===== src/rtl/rr_arb.sv =====
// rr_arb: round-robin arbiter with a registered one-hot grant held until acked.
// Define RR_ARB_GNT_IDX_EN to add o_gnt_idx, the binary index of o_gnt via enc.

`ifdef RR_ARB_GNT_IDX_EN
module enc #(
    parameter int N = 4
) (
    input  logic [N-1:0]         i_onehot,
    output logic [$clog2(N)-1:0] o_idx
);
    localparam int IW = $clog2(N);

    always_comb begin
        o_idx = '0;
        for (int k = 0; k < N; k++) begin
            if (i_onehot[k]) o_idx = o_idx | IW'(k);
        end
    end
endmodule
`endif

module rr_arb #(
    parameter int N = 4
) (
    input  logic                 clk,
    input  logic                 arst_n,
    input  logic [N-1:0]         i_req,
    input  logic                 i_ack,
    output logic [N-1:0]         o_gnt,
    output logic                 o_gnt_vld
`ifdef RR_ARB_GNT_IDX_EN
    ,
    output logic [$clog2(N)-1:0] o_gnt_idx
`endif
);
    localparam int IW = $clog2(N);

    typedef enum logic {IDLE, GNT} state_t;

    state_t        state_q, state_d;
    logic [IW-1:0] ptr_q, ptr_d;
    logic [N-1:0]  gnt_q, gnt_d;
    logic [IW-1:0] gnt_idx;
    logic [IW-1:0] ptr_inc;

    // First set bit at or above start, else first set bit below it (wrap).
    function automatic logic [N-1:0] pick(input logic [N-1:0] req, input logic [IW-1:0] start);
        logic [N-1:0] win;
        logic         found;
        win   = '0;
        found = 1'b0;
        for (int k = 0; k < N; k++) begin
            if (!found && req[k] && (IW'(k) >= start)) begin
                win[k] = 1'b1;
                found  = 1'b1;
            end
        end
        for (int k = 0; k < N; k++) begin
            if (!found && req[k]) begin
                win[k] = 1'b1;
                found  = 1'b1;
            end
        end
        return win;
    endfunction

    always_comb begin
        gnt_idx = '0;
        for (int k = 0; k < N; k++) begin
            if (gnt_q[k]) gnt_idx = gnt_idx | IW'(k);
        end
        ptr_inc = (gnt_idx == IW'(N - 1)) ? '0 : gnt_idx + IW'(1);
    end

    always_ff @(posedge clk or negedge arst_n) begin
        if (!arst_n) begin
            state_q <= IDLE;
            ptr_q   <= '0;
            gnt_q   <= '0;
        end else begin
            state_q <= state_d;
            ptr_q   <= ptr_d;
            gnt_q   <= gnt_d;
        end
    end

    // Re-arbitration on ack uses the advanced pointer so grants run back-to-back.
    always_comb begin
        state_d = state_q;
        ptr_d   = ptr_q;
        gnt_d   = gnt_q;
        case (state_q)
            IDLE: begin
                if (|i_req) begin
                    gnt_d   = pick(i_req, ptr_q);
                    state_d = GNT;
                end
            end
            GNT: begin
                if (i_ack) begin
                    ptr_d   = ptr_inc;
                    gnt_d   = pick(i_req, ptr_inc);
                    state_d = (|i_req) ? GNT : IDLE;
                end
            end
            default: begin
                state_d = IDLE;
                gnt_d   = '0;
            end
        endcase
    end

    always_comb begin
        o_gnt     = gnt_q;
        o_gnt_vld = (state_q == GNT);
    end

`ifdef RR_ARB_GNT_IDX_EN
    enc #(.N(N)) u_enc (
        .i_onehot (gnt_q),
        .o_idx    (o_gnt_idx)
    );
`endif

endmodule


===== config.mk =====
export PLATFORM = sky130hd
export DESIGN_NAME = rr_arb
export DESIGN_NICKNAME = d
export VERILOG_FILES = /design/src/rtl/rr_arb.sv
export SDC_FILE = /design/constraint.sdc
export NUM_CORES = 1
export LEC_CHECK = 0
export CORE_AREA = 5 5 42 44
export CTS_CLUSTER_DIAMETER = 200
export DETAILED_ROUTE_END_ITERATION = 16
export DIE_AREA = 0 0 47 49
export PLACE_DENSITY = 0.67
export SETUP_SLACK_MARGIN = 0.3
export SYNTH_ARGS = -nofsm -noshare
export SYNTH_HDL_FRONTEND = slang
export SYNTH_HIERARCHICAL = 1
export SYNTH_SLANG_ARGS = --single-unit

===== constraint.sdc =====
create_clock -name clk -period 4.5 [get_ports clk]
set_input_delay 0.45 -clock clk [delete_from_list [all_inputs] [get_ports clk]]
set_output_delay 0.45 -clock clk [all_outputs]
set_load 0.05 [all_outputs]

==> summary.md, run 1 <==
| Metric | Value |
|---|---|
| Outcome | completed |
| XOR/XNOR share of the synthesized area | 0% |
| Hold buffer count at cts | 0 |
| Sum Neg Setup Slack | 0 ps |
| CTS tree | built |
| Startpoint Class | flip-flop |
| Clock Tree Buf Depth | 2 |
| Sink Count | 7 |
| Seq cells post-synth | 7 |
| Crit-path max cell delay | ~850 ps |
| Final Hold Violating Endpoints | 0 |
| Min-delay worst type | in -> async |
| CP max stage cell | clkdlybuf4s50_1 |
| Leak | 0.293 nW |
| Post-CTS setup buffer count | 0 |
| Sequential fraction of the synthesis area | 31.7% |
| Worst-path maximum fanout | 8 |
| Initial antenna violation count | 0 |
| Initial Utilization | 39.4% |
| Peak VDD IR | 0.000307 V |
| Synth Area in Compound Gates | 29.0% |
| Cell Rows | 14 |
| CP endpoint kind | output port |
| Inserted Clock Buffers | 3 |
| Drt pass-1 iters | 4 |
| Max transition margin | 66.6% |
| Largest net degree at the start of global routing | 10 |
| Post-route DRC | 0 |
| Clock Skews | roughly 5.4 ps |
| Gpl congestion | 0.804 |
| # setup viols final | 0 |
| Fin. max-slew vios | 0 |
| Synthesized cell area | ~550 sq um |
| Pwr dens | 553 nW/um^2 |
| CP Buf/Inv Count | 1 |
| Vias | roughly 480 |
| FF-to-FF setup slack | 2580 ps |
| Synth Area in Simple Gates | 26.5% |
| Cell variety after synth | 36 |
| Fin crit share | between 40% and 50% |
| DRT Wirelength | 1170 microns |
| Ys Warns | 6 |
| Routed len/inst | 13.1 microns |
| FFs w/ async S/R, synth | 100% |
| I/O Buffers | 11 |
| Crit-path cells | clkdlybuf4s50_1 |
| Post-route cell area | 682 sq um |
| Post-Synth Adder-Cell Area | 4.54% |
| Layout cells sized above 1 | 16.4% |
| Ys flop type | dfrtp_1 |
| CP Data Arrival Time | ~1600 ps |
| Die height | between 40 and 50 microns |
| Antenna diodes | 0 |
| MaxCap Viol Count | 0 |
| # fillers | 138 |
| Post-synth EDFFs | 0 |
| CTS Root Cell | clkbuf_4 |
| Layout Area Growth over Synthesis | 23.6% |
| Actual slew at the worst max-slew pin | 499 ps |
| Dpl hpwl | 918 microns |
| ANT nets after route | 0 |
| Tot GR Track Use | a little under an eighth |
| Die Wd | 47 microns |
| Synth Instances | 61 |
| Resize count post-CTS | 0 |
| Via-to-Cell Ratio | 5.38 |
| Placed inst area | 656 sq um |
| Die area | 2300 sq um |
| RSZ-0062 raised after global routing | no |
| Worst EP required | about 4100 ps |
| Clk_lat worst skew | 240 ps |
| # IOs | 12 |
| Net count after synthesis | 70 |
| First-pass GRT wire length | slightly below 2000 microns |
| DRT iter0 DRCs | 6 |
| Congestion Overflow GR | 0 |
| Nets | 83 |
| Vias in the first global route | 476 |
| Critical path class | reg -> out |
| Clock period minus worst slack | approximately 2000 ps |
| Multiplexer share of the synthesized area | 2.04% |
| Clock transition at the registers of the reported paths | 50 ps |
| Largest family of logic cells by synthesized area | compound AO/OA/AOI/OAI gates |
| Worst path top cell family by delay | buffers and inverters |
| Peak Freq | 498 MHz |
| Syn Area/Cell | 9.05 sq um |
| Core Footprint | 1400 sq um |
| H-tree levels | 1 |
-- state kept, by name (all words and copies together) (netlist names) --
signal and cells:
o_gnt 4, ptr_q 2, o_gnt_vld 1
-- final timing paths --
path,depth (start not counted),from,end
min in group clk,2,o_gnt[0],o_gnt[0]
max,1,o_gnt_vld,o_gnt_vld
min reg2reg,2,o_gnt[0],o_gnt[0]
max in group asynchronous,1,arst_n,ptr_q[0]
min,1,arst_n,o_gnt[3]
max reg2reg,6,o_gnt[2],o_gnt[3]
-- per-layer routing --
| metal | global-route usage, % | routed length, microns |
|---|---|---|
| met1 | 16.4 | 571 |
| met4 | 5.53 | 0 |
| met3 | 1.11 | 68 |
| met2 | 17.4 | 527 |
| met5 | 0 | 0 |
-- cell usage in the layout (no fill, tap or decap), types with 2 or more instances in the layout --
| master | count |
|---|---|
| inv_1 | 2 |
| a21oi_1 | 2 |
| nand3_1 | 3 |
| ha_1 | 2 |
| clkdlybuf4s50_1 | 11 |
| o21ai_0 | 4 |
| nand2_1 | 6 |
| nand2b_1 | 3 |
| o21bai_1 | 2 |
| nor2_1 | 2 |
| dfrtp_1 | 7 |
| clkbuf_4 | 3 |
| and2b_1 | 2 |
-- cell type report --
type / instances / area [sq um] / share of cell area, %
Clock buffer: 4 / 26.3 / 3.85
Inverter: 2 / 7.51 / 1.10
Multi-Input combinational cell: 49 / 343 / 50.3
Sequential cell: 7 / 175 / 25.7
Tap cell: 16 / 20.0 / 2.94
Timing Repair Buffer: 11 / 110 / 16.1
-- per-stage QoR --
step	hold WS, ps	instances	util, %	setup slack [ps]	power, mW
floorplan	154	61	-	2450	0.266
global placement	489	85	46.8	2520	0.324
detailed placement	479	85	46.8	2520	0.325
CTS	459	89	48.7	2480	0.382
global route	473	89	48.7	2440	0.409
finish	460	89	48.7	2490	0.377
-- cell usage after synthesis, types with 2 or more instances --
cell	n	area [sq um]
inv_1	2	7.51
dfrtp_1	7	175
buf_4	2	15.0
a21oi_1	2	10.0
nand3_1	3	15.0
nand2_1	6	22.5
o21bai_1	2	15.0
ha_1	2	25.0
nand2b_1	3	18.8
nor2_1	2	7.51
o21ai_0	4	20.0
and2b_1	2	15.0
-- power breakdown --
part           internal [mW]  switching [mW]
Combinational         0.0949           0.118
Sequential            0.0834          0.0271
Clock                 0.0336          0.0197
Total                  0.212           0.165
-- cell families (layout without fill, tap and decap cells) --
logic type,after synthesis,count (layout)
buffers and inverters,5,17
DFF,7,7
muxes,1,1
and+or+nand+nor,25,25
adders and majority gates,2,2
AOI/OAI and AO/OA,21,21
Power figures use the tool's default switching activity.
==> inputs of run 2 (changes only) <==
--- a/config.mk
+++ b/config.mk
@@ -9,7 +9,7 @@
 export CTS_CLUSTER_DIAMETER = 200
 export DETAILED_ROUTE_END_ITERATION = 16
 export DIE_AREA = 0 0 47 49
-export PLACE_DENSITY = 0.67
+export PLACE_DENSITY = 0.7
 export SETUP_SLACK_MARGIN = 0.3
 export SYNTH_ARGS = -nofsm -noshare
 export SYNTH_HDL_FRONTEND = slang
==> constraint.sdc (replaced) <==
create_clock -name clk -period 1.63 [get_ports clk]
set_input_delay 0.163 -clock clk [delete_from_list [all_inputs] [get_ports clk]]
set_output_delay 0.163 -clock clk [all_outputs]
set_load 0.05 [all_outputs]
==> run 2 against run 1 <==
The flow now finishes with violations (negative setup slack). Design area rose by 19%. Clock skew fell by 4.8 ps. Register-to-register slack got worse by 2700 ps. Worst setup slack got worse by 2600 ps. Power rose to 3.4 times the previous value. Final cell count rose by 17%. Die area did not move. Clock power rose to 2.8 times the previous value. Count of clock-buffer cells in the layout did not move. Largest cell class unchanged. Critical path depth rose by 5.
==> summary.md, run 2 (synthesis results as in run 1) <==
| Metric | Value |
|---|---|
| Inst Count DP | 98 (+15%) |
| Clock transition at the registers of the reported paths | 50 ps (about the same) |
| Combinational Power Share | 64.4% (+7.9 points) |
| Cell Rows | 14 (unchanged) |
| Initial antenna violation count | 0 (unchanged) |
| Layout cells sized above 1 | 45.5% (+29 points) |
| Actual slew at the worst max-slew pin | 287 ps (-212 ps) |
| Die height | 49 microns (unchanged) |
| CTS tree | built |
| Startpoint Class | flip-flop |
| Sink Count | 7 (unchanged) |
| Initial Utilization | 39.4% (unchanged) |
| Congestion Overflow GR | 0 (unchanged) |
| Clk_lat worst skew | 250 ps (about the same) |
| Commonest non-fill, non-tap cell in the layout | buf_4 |
| I/O Buffers | 11 (unchanged) |
| Pwr dens | 1600 nW/um^2 (+190%) |
| Core Footprint | 1400 sq um (unchanged) |
| Switch Pwr | 532 uW (+220%) |
| Hold buffer count at cts | 0 (unchanged) |
| Post-Route Utilization | 57.9% (+9.3 points) |
| # setup viols final | 2 (+2) |
| Post-route cell area | 812 sq um (+19%) |
| Fin. max-slew vios | 0 (unchanged) |
| Clock power share | 11.7% (-2.5 points) |
| Vias | 554 (+16%) |
| MaxCap Viol Count | 0 (unchanged) |
| DRT Wirelength | 1470 microns (+26%) |
| Largest net degree at the start of global routing | 10 (unchanged) |
| First-pass GRT wire length | 2580 microns (+30%) |
| Outcome | finished, violations left |
| CP endpoint kind | flip-flop |
| Most frequent cells in the layout | buf_4, nand2_1, clkdlybuf4s50_1, dfrtp_1 |
| Reg power frac | 23.9% (-5.4 points) |
| H-tree levels | 1 (unchanged) |
| Layout Area Growth over Synthesis | 47.2% |
| Min-delay worst type | in -> async |
| Die area | 2300 sq um (unchanged) |
| Routed len/inst | 14.1 microns (+7.8%) |
| Placed inst area | 763 sq um (+16%) |
| Critical path class | reg -> reg |
| Clock Skews | 0.666 ps (-4.76 ps) |
| ANT nets after route | 0 (unchanged) |
| Net Sw Frac | 41.0% (-2.7 points) |
| Dpl hpwl | 1160 microns (+27%) |
| Sum Neg Setup Slack | -136 ps (-136 ps) |
| Max transition margin | 80.7% (+14 points) |
| Post-Layout Cell Count | 104 (+17%) |
| Post-route DRC | 0 (unchanged) |
| DRT iter0 DRCs | 14 (+8) |
| Crit Reg-Reg Endpoint | o_gnt[3] |
| Gpl congestion | 0.795 (-1.2%) |
| Drt pass-1 iters | 3 (-1) |
| Worst-path maximum fanout | 3 (-5) |
| Routed wl met3 | 84 microns (+24%) |
| P_int | 766 uW (+260%) |
| Clock period minus worst slack | 1720 ps |
| Largest register FFs | 4 (unchanged) |
| Nets | 98 (+18%) |
| Reg2Reg Depth | 6 (unchanged) |
| Die Wd | 47 microns (unchanged) |
| Inserted Clock Buffers | 3 (unchanged) |
| Tightest hold margin | 162 ps (-298 ps) |
| Peak Freq | 583 MHz |
| Worst EP required | 1760 ps (-2290 ps) |
| # fillers | 136 (-1.4%) |
| Fin crit share | 105% |
| Via-to-Cell Ratio | 5.33 (-1.0%) |
| Peak VDD IR | 0.00101 V (+230%) |
| CP Data Arrival Time | 1850 ps (+290 ps) |
| FF-to-FF setup slack | -90 ps (-2670 ps) |
| Violated checks | negative setup slack |
| RSZ-0062 raised after global routing | yes |
| CTS Root Cell | clkbuf_4 |
| Clock Tree Buf Depth | 2 (unchanged) |
| Metal2 WL | 669 microns (+27%) |
| Antenna diodes | 0 (unchanged) |
| # IOs | 12 (unchanged) |
| Post-Route M1 WL | 680 microns (+19%) |
| Vias in the first global route | 574 (+21%) |
| RR Startpoint | o_gnt[2] |
| Final WS setup | -85.8 ps (-2580 ps) |
| Leak | 0.369 nW (+26%) |
| DR top layer | met4 |
| Tot GR Track Use | 15.4% (+3.7 points) |
| Final Hold Violating Endpoints | 0 (unchanged) |
==> run 2: changes by cell type in the layout (fill, tap and decap cells not counted), sizes merged <==
cell / change
clkdlybuf4s50: -5
buf: +20
==> run 2: cell type report <==
| class | instances | area (sq um) | area share [%] |
|---|---|---|---|
| Timing Repair Buffer | 26 | 210 | 25.9 |
| Sequential cell | 7 | 179 | 22.0 |
| Clock buffer | 4 | 26.3 | 3.24 |
| Inverter | 2 | 7.51 | 0.924 |
| Multi-Input combinational cell | 49 | 369 | 45.5 |
| Tap cell | 16 | 20.0 | 2.47 |
==> run 2: power groups by stage <==
stage               Clock [mW]  Sequential [mW]  Combinational, mW
finish                   0.152            0.310              0.836
global route             0.172            0.322              0.916
CTS                      0.160            0.308              0.826
detailed placement           0            0.310              0.796
global placement             0            0.307              0.774
floorplan                    0            0.412              0.374
==> run 2: how the worst max path moves through the flow <==
| stage | start | to | slack [ps] | cells past startpoint |
|---|---|---|---|---|
| 4_1_cts | o_gnt[2] | o_gnt[3] | -80 | 6 |
| 2_1_floorplan | o_gnt[3] | o_gnt[3] | -200 | 6 |
| 3_3_place_gp | o_gnt[3] | o_gnt[3] | -70 | 6 |
| 3_5_place_dp | o_gnt[3] | o_gnt[3] | -100 | 6 |
| 6_report | o_gnt[2] | o_gnt[3] | -90 | 6 |
| 5_1_grt | o_gnt[3] | o_gnt[3] | -130 | 6 |
==> run 2: what timing repair did <==
item | in CTS | in global routing
setup buffers | 1 | 1
cloned | 0 | 0
gates resized for setup | 2 | 2
setup endpoints to repair | 4 | 4
pin swaps | 1 | 3
==> run 2: stage by stage <==
stage / setup slack, ps / power, mW
2_1_floorplan: -198 / 0.786
3_3_place_gp: -73.3 / 1.08
3_5_place_dp: -98.6 / 1.11
4_1_cts: -80.6 / 1.30
5_1_grt: -134 / 1.41
6_report: -85.8 / 1.30
==> run 2: routing by layer <==
layer  track usage [%]  vias to the layer above
met2              22.6                       16
li1                  -                      280
met5                 0                        -
met1              20.6                      255
met3              1.48                        3
met4              9.68                        0
==> run 2: critical path, cell delays in order, from the launching register on <==
cell and delay, ps:
dfrtp_2 400, or2_4 270, ha_4 220, and2b_1 210
a21oi_2 40, a32o_1 200, a32o_2 260
